File: src/rtl/bus_timer_irq.sv
// Memory-mapped 16-bit down-counter timer with prescaler, capture and a level interrupt.
// It decodes an 8-byte window at BASE on the CPU bus, takes byte writes and returns registered reads.
module bus_timer_irq #(
  parameter logic [15:0] BASE    = 16'hFF00,
  parameter int          PRESC_W = 8
) (
  input  logic        clk,
  input  logic        rst,
  input  logic        read,
  input  logic [15:0] address,
  input  logic [7:0]  din,
  output logic [7:0]  dout,
  output logic        sel,
  output logic        intr
);

  logic [2:0]         offset;
  logic               wr;
  logic               rd;
  logic               en;
  logic               auto_rl;
  logic               ie;
  logic               expired;
  logic [15:0]        reload;
  logic [15:0]        count;
  logic [15:0]        capt;
  logic [7:0]         prescale;
  logic [PRESC_W-1:0] presc_cnt;
  logic [PRESC_W+7:0] presc_ext;
  logic [PRESC_W-1:0] presc_limit;
  logic               tick;
  logic               at_zero;
  logic               wr_ctrl;
  logic               wr_status;
  logic               wr_rel_l;
  logic               wr_rel_h;
  logic               wr_presc;
  logic [7:0]         rdata;

  assign sel     = (address[15:3] == BASE[15:3]);
  assign offset  = address[2:0];
  assign wr      = sel && !read;
  assign rd      = sel && read;

  assign wr_ctrl   = wr && (offset == 3'd0);
  assign wr_status = wr && (offset == 3'd1);
  assign wr_rel_l  = wr && (offset == 3'd2);
  assign wr_rel_h  = wr && (offset == 3'd3);
  assign wr_presc  = wr && (offset == 3'd6);

  // PRESCALE is zero-extended or truncated to the prescaler width.
  assign presc_ext   = {{PRESC_W{1'b0}}, prescale};
  assign presc_limit = presc_ext[PRESC_W-1:0];
  assign tick        = en && (presc_cnt == presc_limit);
  assign at_zero     = (count == 16'd0);

  always_ff @(posedge clk) begin
    if (rst) begin
      presc_cnt <= '0;
      count     <= 16'd0;
      en        <= 1'b0;
      auto_rl   <= 1'b0;
      ie        <= 1'b0;
      expired   <= 1'b0;
      reload    <= 16'd0;
      capt      <= 16'd0;
      prescale  <= 8'd0;
      intr      <= 1'b0;
    end else begin
      if (wr_rel_h)
        presc_cnt <= '0;
      else if (en)
        presc_cnt <= tick ? '0 : presc_cnt + PRESC_W'(1);

      // A RELOAD_H write overrides whatever the tick would have done to COUNT.
      if (wr_rel_h)
        count <= {din, reload[7:0]};
      else if (tick) begin
        if (!at_zero)
          count <= count - 16'd1;
        else if (auto_rl)
          count <= reload;
      end

      // A CTRL write overrides the one-shot auto-disable on the same edge.
      if (wr_ctrl) begin
        en      <= din[0];
        auto_rl <= din[1];
        ie      <= din[2];
      end else if (tick && at_zero && !auto_rl)
        en <= 1'b0;

      if (tick && at_zero)
        expired <= 1'b1;
      else if (wr_status && din[0])
        expired <= 1'b0;

      if (wr_ctrl && din[3])
        capt <= count;
      if (wr_rel_l)
        reload[7:0] <= din;
      if (wr_rel_h)
        reload[15:8] <= din;
      if (wr_presc)
        prescale <= din;

      intr <= expired && ie;
    end
  end

  always_comb begin
    rdata = 8'h00;
    case (offset)
      3'd0: rdata = {5'b0, ie, auto_rl, en};
      3'd1: rdata = {7'b0, expired};
      3'd2: rdata = reload[7:0];
      3'd3: rdata = reload[15:8];
      3'd4: rdata = capt[7:0];
      3'd5: rdata = capt[15:8];
      3'd6: rdata = prescale;
      default: rdata = 8'h00;
    endcase
  end

  always_ff @(posedge clk) begin
    if (rst)
      dout <= 8'h00;
    else if (rd)
      dout <= rdata;
  end

endmodule

File: config.mk
export PLATFORM = sky130hd
export DESIGN_NAME = bus_timer_irq
export DESIGN_NICKNAME = d
export VERILOG_FILES = /design/src/rtl/bus_timer_irq.sv
export SDC_FILE = /design/constraint.sdc
export NUM_CORES = 1
export LEC_CHECK = 0
export BUFFER_PORTS_ARGS = -buffer_cell sky130_fd_sc_hd__buf_2
export CORE_MARGIN = 3
export CORE_UTILIZATION = 35
export DETAILED_ROUTE_END_ITERATION = 7
export PLACE_DENSITY_LB_ADDON = 0.12
export SETUP_SLACK_MARGIN = 0.05
export SYNTH_ARGS = -nofsm -noshare
export SYNTH_HDL_FRONTEND = slang
export SYNTH_SLANG_ARGS = --single-unit
File: constraint.sdc
create_clock -name clk -period 4.2 [get_ports clk]
set_input_delay 0.21 -clock clk [delete_from_list [all_inputs] [get_ports clk]]
set_output_delay 0.21 -clock clk [all_outputs]
set_load 0.05 [all_outputs]
## Word-level counts from Yosys, hierarchy flattened

Index checks and enable logic that the tools add are counted.

- Flip-flop bits (word level): 77
- Bits in latches: 0
- Bits in writable memories: 0
- Bits in read-only memories: 0
- Input port bits: 27
- Output and inout bits: 10
- Logic and storage cells: 55
- Memories kept: 0

- $add $sub $neg: 2
- Multiply operators: 0
- Divide/modulo/power cells: 0
- Order comparisons: 0
- Equal/unequal tests: 9
- Shift-type cells: 0
- Multiplexer cells: 10
- Bitwise gates (word level): 0
- Reductions and logical operators: 22

Operators by type and width:

| kind | number |
|---|---|
| $mux W16 | 4 |
| $pmux W8 S7 | 1 |
| $logic_not A16 Y1 | 1 |
| $sub A16 B1 Y16 const B | 1 |
| $eq A13 B13 Y1 const B | 1 |
| $logic_and A1 B1 Y1 | 13 |
| $eq A3 B3 Y1 const B | 3 |
| $add A8 B1 Y8 const B | 1 |
| $eq A8 B8 Y1 | 1 |
| $mux W8 | 1 |
| $eq A3 B2 Y1 const B | 2 |
| $reduce_bool A2 Y1 | 3 |
| $mux W1 | 4 |
| $eq A3 B1 Y1 const B | 1 |
| $logic_not A3 Y1 | 1 |
| $ne A3 B2 Y1 const B | 1 |
| $logic_not A1 Y1 | 2 |
| $reduce_and A2 Y1 | 1 |
| $reduce_or A2 Y1 | 1 |

## Depth between registers and ports, before layout

- Word-level depth: 6
- Depth in mapped cells: 9
- Gate-level depth less buffers: 8

## Least setup slack after synthesis

No wires, ideal clock.

- Kind: input to register
- Start: input address[4]
- End: register capt[10]
- Library setup time: 0.132 ns
- Data arrival time: 2.405 ns
- Data required time: 4.068 ns
- Setup slack: 1.663 ns
- Stages: 8
- Path buffers: 2
- Cell sequence: or4_4 nor4_4 and4b_1 buf_2 nand2_2 clkbuf_1 nand2_1 a21oi_1

- Cells in the longest elaborated chain, start to end: 4

Ends and longest elaborated chain:

| element | RTL line | text |
|---|---|---|
| start: declaration | 10 | `input logic [15:0] address,` |
| $eq A13 B13 Y1 | 40 | `assign sel = (address[15:3] == BASE[15:3]);` |
| via sel | 13 | `output logic sel,` |
| $logic_and A1 B1 Y1 | 42 | `assign wr = sel && !read;` |
| $logic_and A1 B1 Y1 | 45 | `assign wr_ctrl = wr && (offset == 3'd0);` |
| $logic_and A1 B1 Y1 | 98 | `if (wr_ctrl && din[3])` |
| end signal: assignment | 99 | `capt <= count;` |
| end: declaration | 26 | `logic [15:0] capt;` |

The timed path passes the listed nets, and every way through them passes these cells.
A chain may end at the register's enable or synchronous reset.

## Worst setup path after layout

- Start: register count[0]
- End: register count[8]

- Cells in the longest elaborated chain, start to end: 4
- Elaborated cells between the ends (all ways): 7
- Those cells by class: add/sub: 1; eq/ne: 1; mux: 3; reduce/logical: 2

Ends and longest elaborated chain:

| element | RTL line | text |
|---|---|---|
| start: declaration | 25 | `logic [15:0] count;` |
| start signal: assignment | 77 | `count <= {din, reload[7:0]};` |
| start signal: assignment | 80 | `count <= count - 16'd1;` |
| start signal: assignment | 82 | `count <= reload;` |
| $sub A16 B1 Y16 / $logic_not A16 Y1 (equally long branches) | 80, 55 |  |
| $mux W16 | 79 | `if (!at_zero)` |
| $mux W16 | 78 | `else if (tick) begin` |
| $mux W16 | 76 | `if (wr_rel_h)` |

Parallel ways exist; a longest one is shown, timed or not. The select of a mux whose other input is x is not followed.

==> impl_metrics.env <==
export IMPL_slew_headroom_pct=48.34
export IMPL_finalHoldViolCount=0
export IMPL_crit_fanout=13
export IMPL_grt_max_degree=42
export IMPL_die_h_um=111.9
export IMPL_critical_path_buf_inv_count=1
export IMPL_required_ns=4.46
export IMPL_yosys_top_cells_count="nand2_1, dfxtp_1, a21oi_1, nor2_1, clkbuf_1"
export IMPL_antenna_found_initial=0
export IMPL_drt_iter0_drc=279
export IMPL_dp_cells=635
export IMPL_cts_resized=0
export IMPL_vias=3728
export IMPL_antenna_left=0
export IMPL_place_hpwl_mm=9.412
export IMPL_fin_crit_ns=2.477
export IMPL_reg2reg_from="count[0]"
export IMPL_peakVddDrop_mv=0.2191
export IMPL_finalClockSkew_ns=0.009790
export IMPL_port_buffers=36
export IMPL_setup_tns_final_ns=0
export IMPL_outcome="complete, no violations"
export IMPL_hp_start="din[5]"
export IMPL_min_to="presc_limit[5]"
export IMPL_coreArea_um2=10890
export IMPL_cts_max_level=3
export IMPL_worst_slew_pin_slew_ns=0.7706
export IMPL_critPathLaunchType="flop"
export IMPL_max_stage_delay_ns=0.50
export IMPL_hp_class="primary input to flop"
export IMPL_cp_top_family="simple AND/OR/NAND/NOR gates"
export IMPL_routed_wirelength_mm=12.94
export IMPL_layout_nets=536
export IMPL_grt_overflow_total=0
export IMPL_slowest_stage="or4b_1"
export IMPL_cp_end_kind="flop"
export IMPL_wl_per_cell_um=19.88
export IMPL_ys_ff_latch=77
export IMPL_grt_pass1_vias=3676
export IMPL_root_buffer="clkbuf_8"
export IMPL_dr_pass1_iters=5
export IMPL_cts_buffer_depth=2
export IMPL_report_final_slew_viol_count=0
export IMPL_syn_num_nets=513
export IMPL_cts_tree="yes"
export IMPL_arrival_ns=2.74
export IMPL_via_per_inst=5.727
export IMPL_dieArea_um2=12530
export IMPL_async_flop_share_pct=0
export IMPL_drc_errors=0
export IMPL_p_int_uw=1095
export IMPL_drive_above_1_share_pct=15.07
export IMPL_cts_buffers=9
export IMPL_synth_edff_count=0
export IMPL_num_io_pins=37
export IMPL_static_leakage_power_uw=0.001585
export IMPL_hold_path_depth=3
export IMPL_yosysMostFrequentCell="nand2_1"
export IMPL_ff2ff_setup_slack_ns=1.72
export IMPL_postCtsSetupRepairBufs=0
export IMPL_clock_latency_ns=0.38
export IMPL_maxCapViolCount=0
export IMPL_yosys_warnings=0
export IMPL_finalNonFillerCells=651
export IMPL_fmax_mhz=403.7
export IMPL_yosys_top_cells_area="dfxtp_1, nand2_1, a21oi_1"
export IMPL_grt_pass1_wl_mm=20.53
export IMPL_initial_utilization_pct=36.07
export IMPL_utilization_pct=40.47
export IMPL_nFillCells=1119
export IMPL_clockPowerShare_pct=45.0
export IMPL_syn_inst=483
export IMPL_syn_to_final_growth_pct=12.20
export IMPL_synth_area_leader_cell="dfxtp_1"
export IMPL_seqPwrFrac_pct=50.7
export IMPL_crit_chain="inv_1, ha_1, or4b_1, or3_4, or2_4, a21oi_1, a211oi_1, a221o_1"
export IMPL_grt_usage_pct=21.34
export IMPL_synth_cell_types=63
export IMPL_synth_flop_cell="dfxtp_1"
export IMPL_die_w_um=111.9
export IMPL_diodes=0
export IMPL_rr_endpoint="count[8]"
export IMPL_hold_buffers=0
export IMPL_netlist_area_um2=3928
export IMPL_period_share_pct=58.98
export IMPL_setup_violations=0
export IMPL_yosysSeqAreaShare_pct=39.25
export IMPL_routabilityCongestion=0.8820
export IMPL_p_sw_share_pct=23.84
export IMPL_p_per_area_nw_per_um2=326.2
export IMPL_switchingPower_uw=342.7
export IMPL_synth_top_area_share_pct=39.25
export IMPL_postSynthAreaPerCell_um2=8.132
export IMPL_clk_pin_slew_worst_paths_ns=0.09
export IMPL_rsz0062_at_grt="no"
export IMPL_placementRows=38
export IMPL_critPathKind="flop to flop"
export IMPL_p_comb_share_pct=4.3
export IMPL_worstRegToRegCells=8
export IMPL_clkSinkCount=77
-- cells in the final DEF (no fill, tap or decap), drive strengths merged, types with 2 or more instances in the layout --
cell type | Yosys | routed
a211o | 2 | 2
a211oi | 4 | 4
a21o | 2 | 2
a21oi | 61 | 61
a221o | 14 | 14
a22o | 6 | 6
a22oi | 14 | 14
a311oi | 2 | 2
a31oi | 2 | 2
and3 | 3 | 3
and4b | 2 | 2
buf | 7 | 38
bufinv | 0 | 2
clkbuf | 19 | 10
clkinv | 0 | 3
dfxtp | 77 | 77
ha | 3 | 3
inv | 5 | 5
mux2 | 2 | 2
mux2i | 13 | 13
nand2 | 113 | 113
nand2b | 3 | 3
nand3 | 7 | 7
nand3b | 2 | 2
nand4 | 5 | 5
nor2 | 39 | 39
nor2b | 2 | 2
nor3 | 9 | 9
nor4 | 9 | 9
o21ai | 4 | 4
o2bb2ai | 3 | 3
o31ai | 2 | 2
o41ai | 3 | 3
or2 | 3 | 3
or3 | 7 | 7
or4 | 4 | 4
xnor2 | 13 | 13
xor2 | 6 | 6
-- metrics by stage --
stage / total power [uW] / setup slack (ns) / hold slack [ns] / cell area (um2)
floorplan: 776.7 / 1.663 / 0.3411 / 3928
global placement: 807.9 / 1.673 / 0.4409 / 4183
detailed placement: 807.9 / 1.666 / 0.4447 / 4183
CTS: 1451 / 1.756 / 0.1143 / 4407
global route: 1486 / 1.544 / 0.1174 / 4407
finish: 1438 / 1.723 / 0.1197 / 4407
-- per-layer routing --
metal  global-route usage [%]  up-vias  share of wire (%)
li1                         -     1785                  -
met1                    29.28     1764                 47
met2                    30.34      140                 42
met3                    5.326       39                6.2
met4                    12.34        0                4.8
met5                        0        -                  0
-- power groups by stage --
stage	logic, uW	registers, uW	clock network [uW]
after floorplan	30.2	746	0
after global placement	61.5	746	0
after detailed placement	61.5	746	0
after CTS	61.6	729	660
after global routing	66.7	729	690
final	62.3	729	646
-- cell type report --
class / count / area, um2 / share of cell area (%)
clock buffers: 10 / 137.6 / 3.123
clock inverters: 6 / 86.33 / 1.959
inverters: 5 / 18.77 / 0.4259
flip-flops and latches: 77 / 1541 / 34.98
repair buffers: 38 / 195.2 / 4.429
multi-input cells: 375 / 2252 / 51.11
well taps: 140 / 175.2 / 3.975
-- worst max-delay path by stage --
stage | slack, ns | cells past startpoint | endpoint | from
6_report | 1.72 | 8 | count[8] | count[0]
5_1_grt | 1.54 | 8 | count[1] | count[0]
4_1_cts | 1.76 | 8 | count[8] | count[0]
3_5_place_dp | 1.67 | 7 | count[5] | address[4]
3_3_place_gp | 1.67 | 7 | count[5] | address[4]
2_1_floorplan | 1.66 | 8 | capt[10] | address[4]
-- registers in the layout, summed over array words and instances (netlist names) --
name	flops
ie	1
expired	1
presc_limit	8
reload	16
capt	16
intr	1
en	1
presc_cnt	8
auto_rl	1
dout	8
count	16
-- worst reg2reg max path, delay by kind of cell, from the launching register on --
family,cells,cell delay [ns]
buf+inv,1,0.12
simple gates,3,1.18
compound gates,3,0.52
flops,1,0.37
fa+ha+maj,1,0.17
-- kinds of logic after synthesis --
logic type | count (synthesis) | synth area share, %
buffers and inverters | 31 | 3.409
adders and majority gates | 3 | 0.9558
AOI/OAI and AO/OA | 125 | 21.92
DFF | 77 | 39.25
and+or+nand+nor | 213 | 26.35
muxes | 15 | 3.886
xor gates and xnor gates | 19 | 4.237
Power figures use the tool's default switching activity.
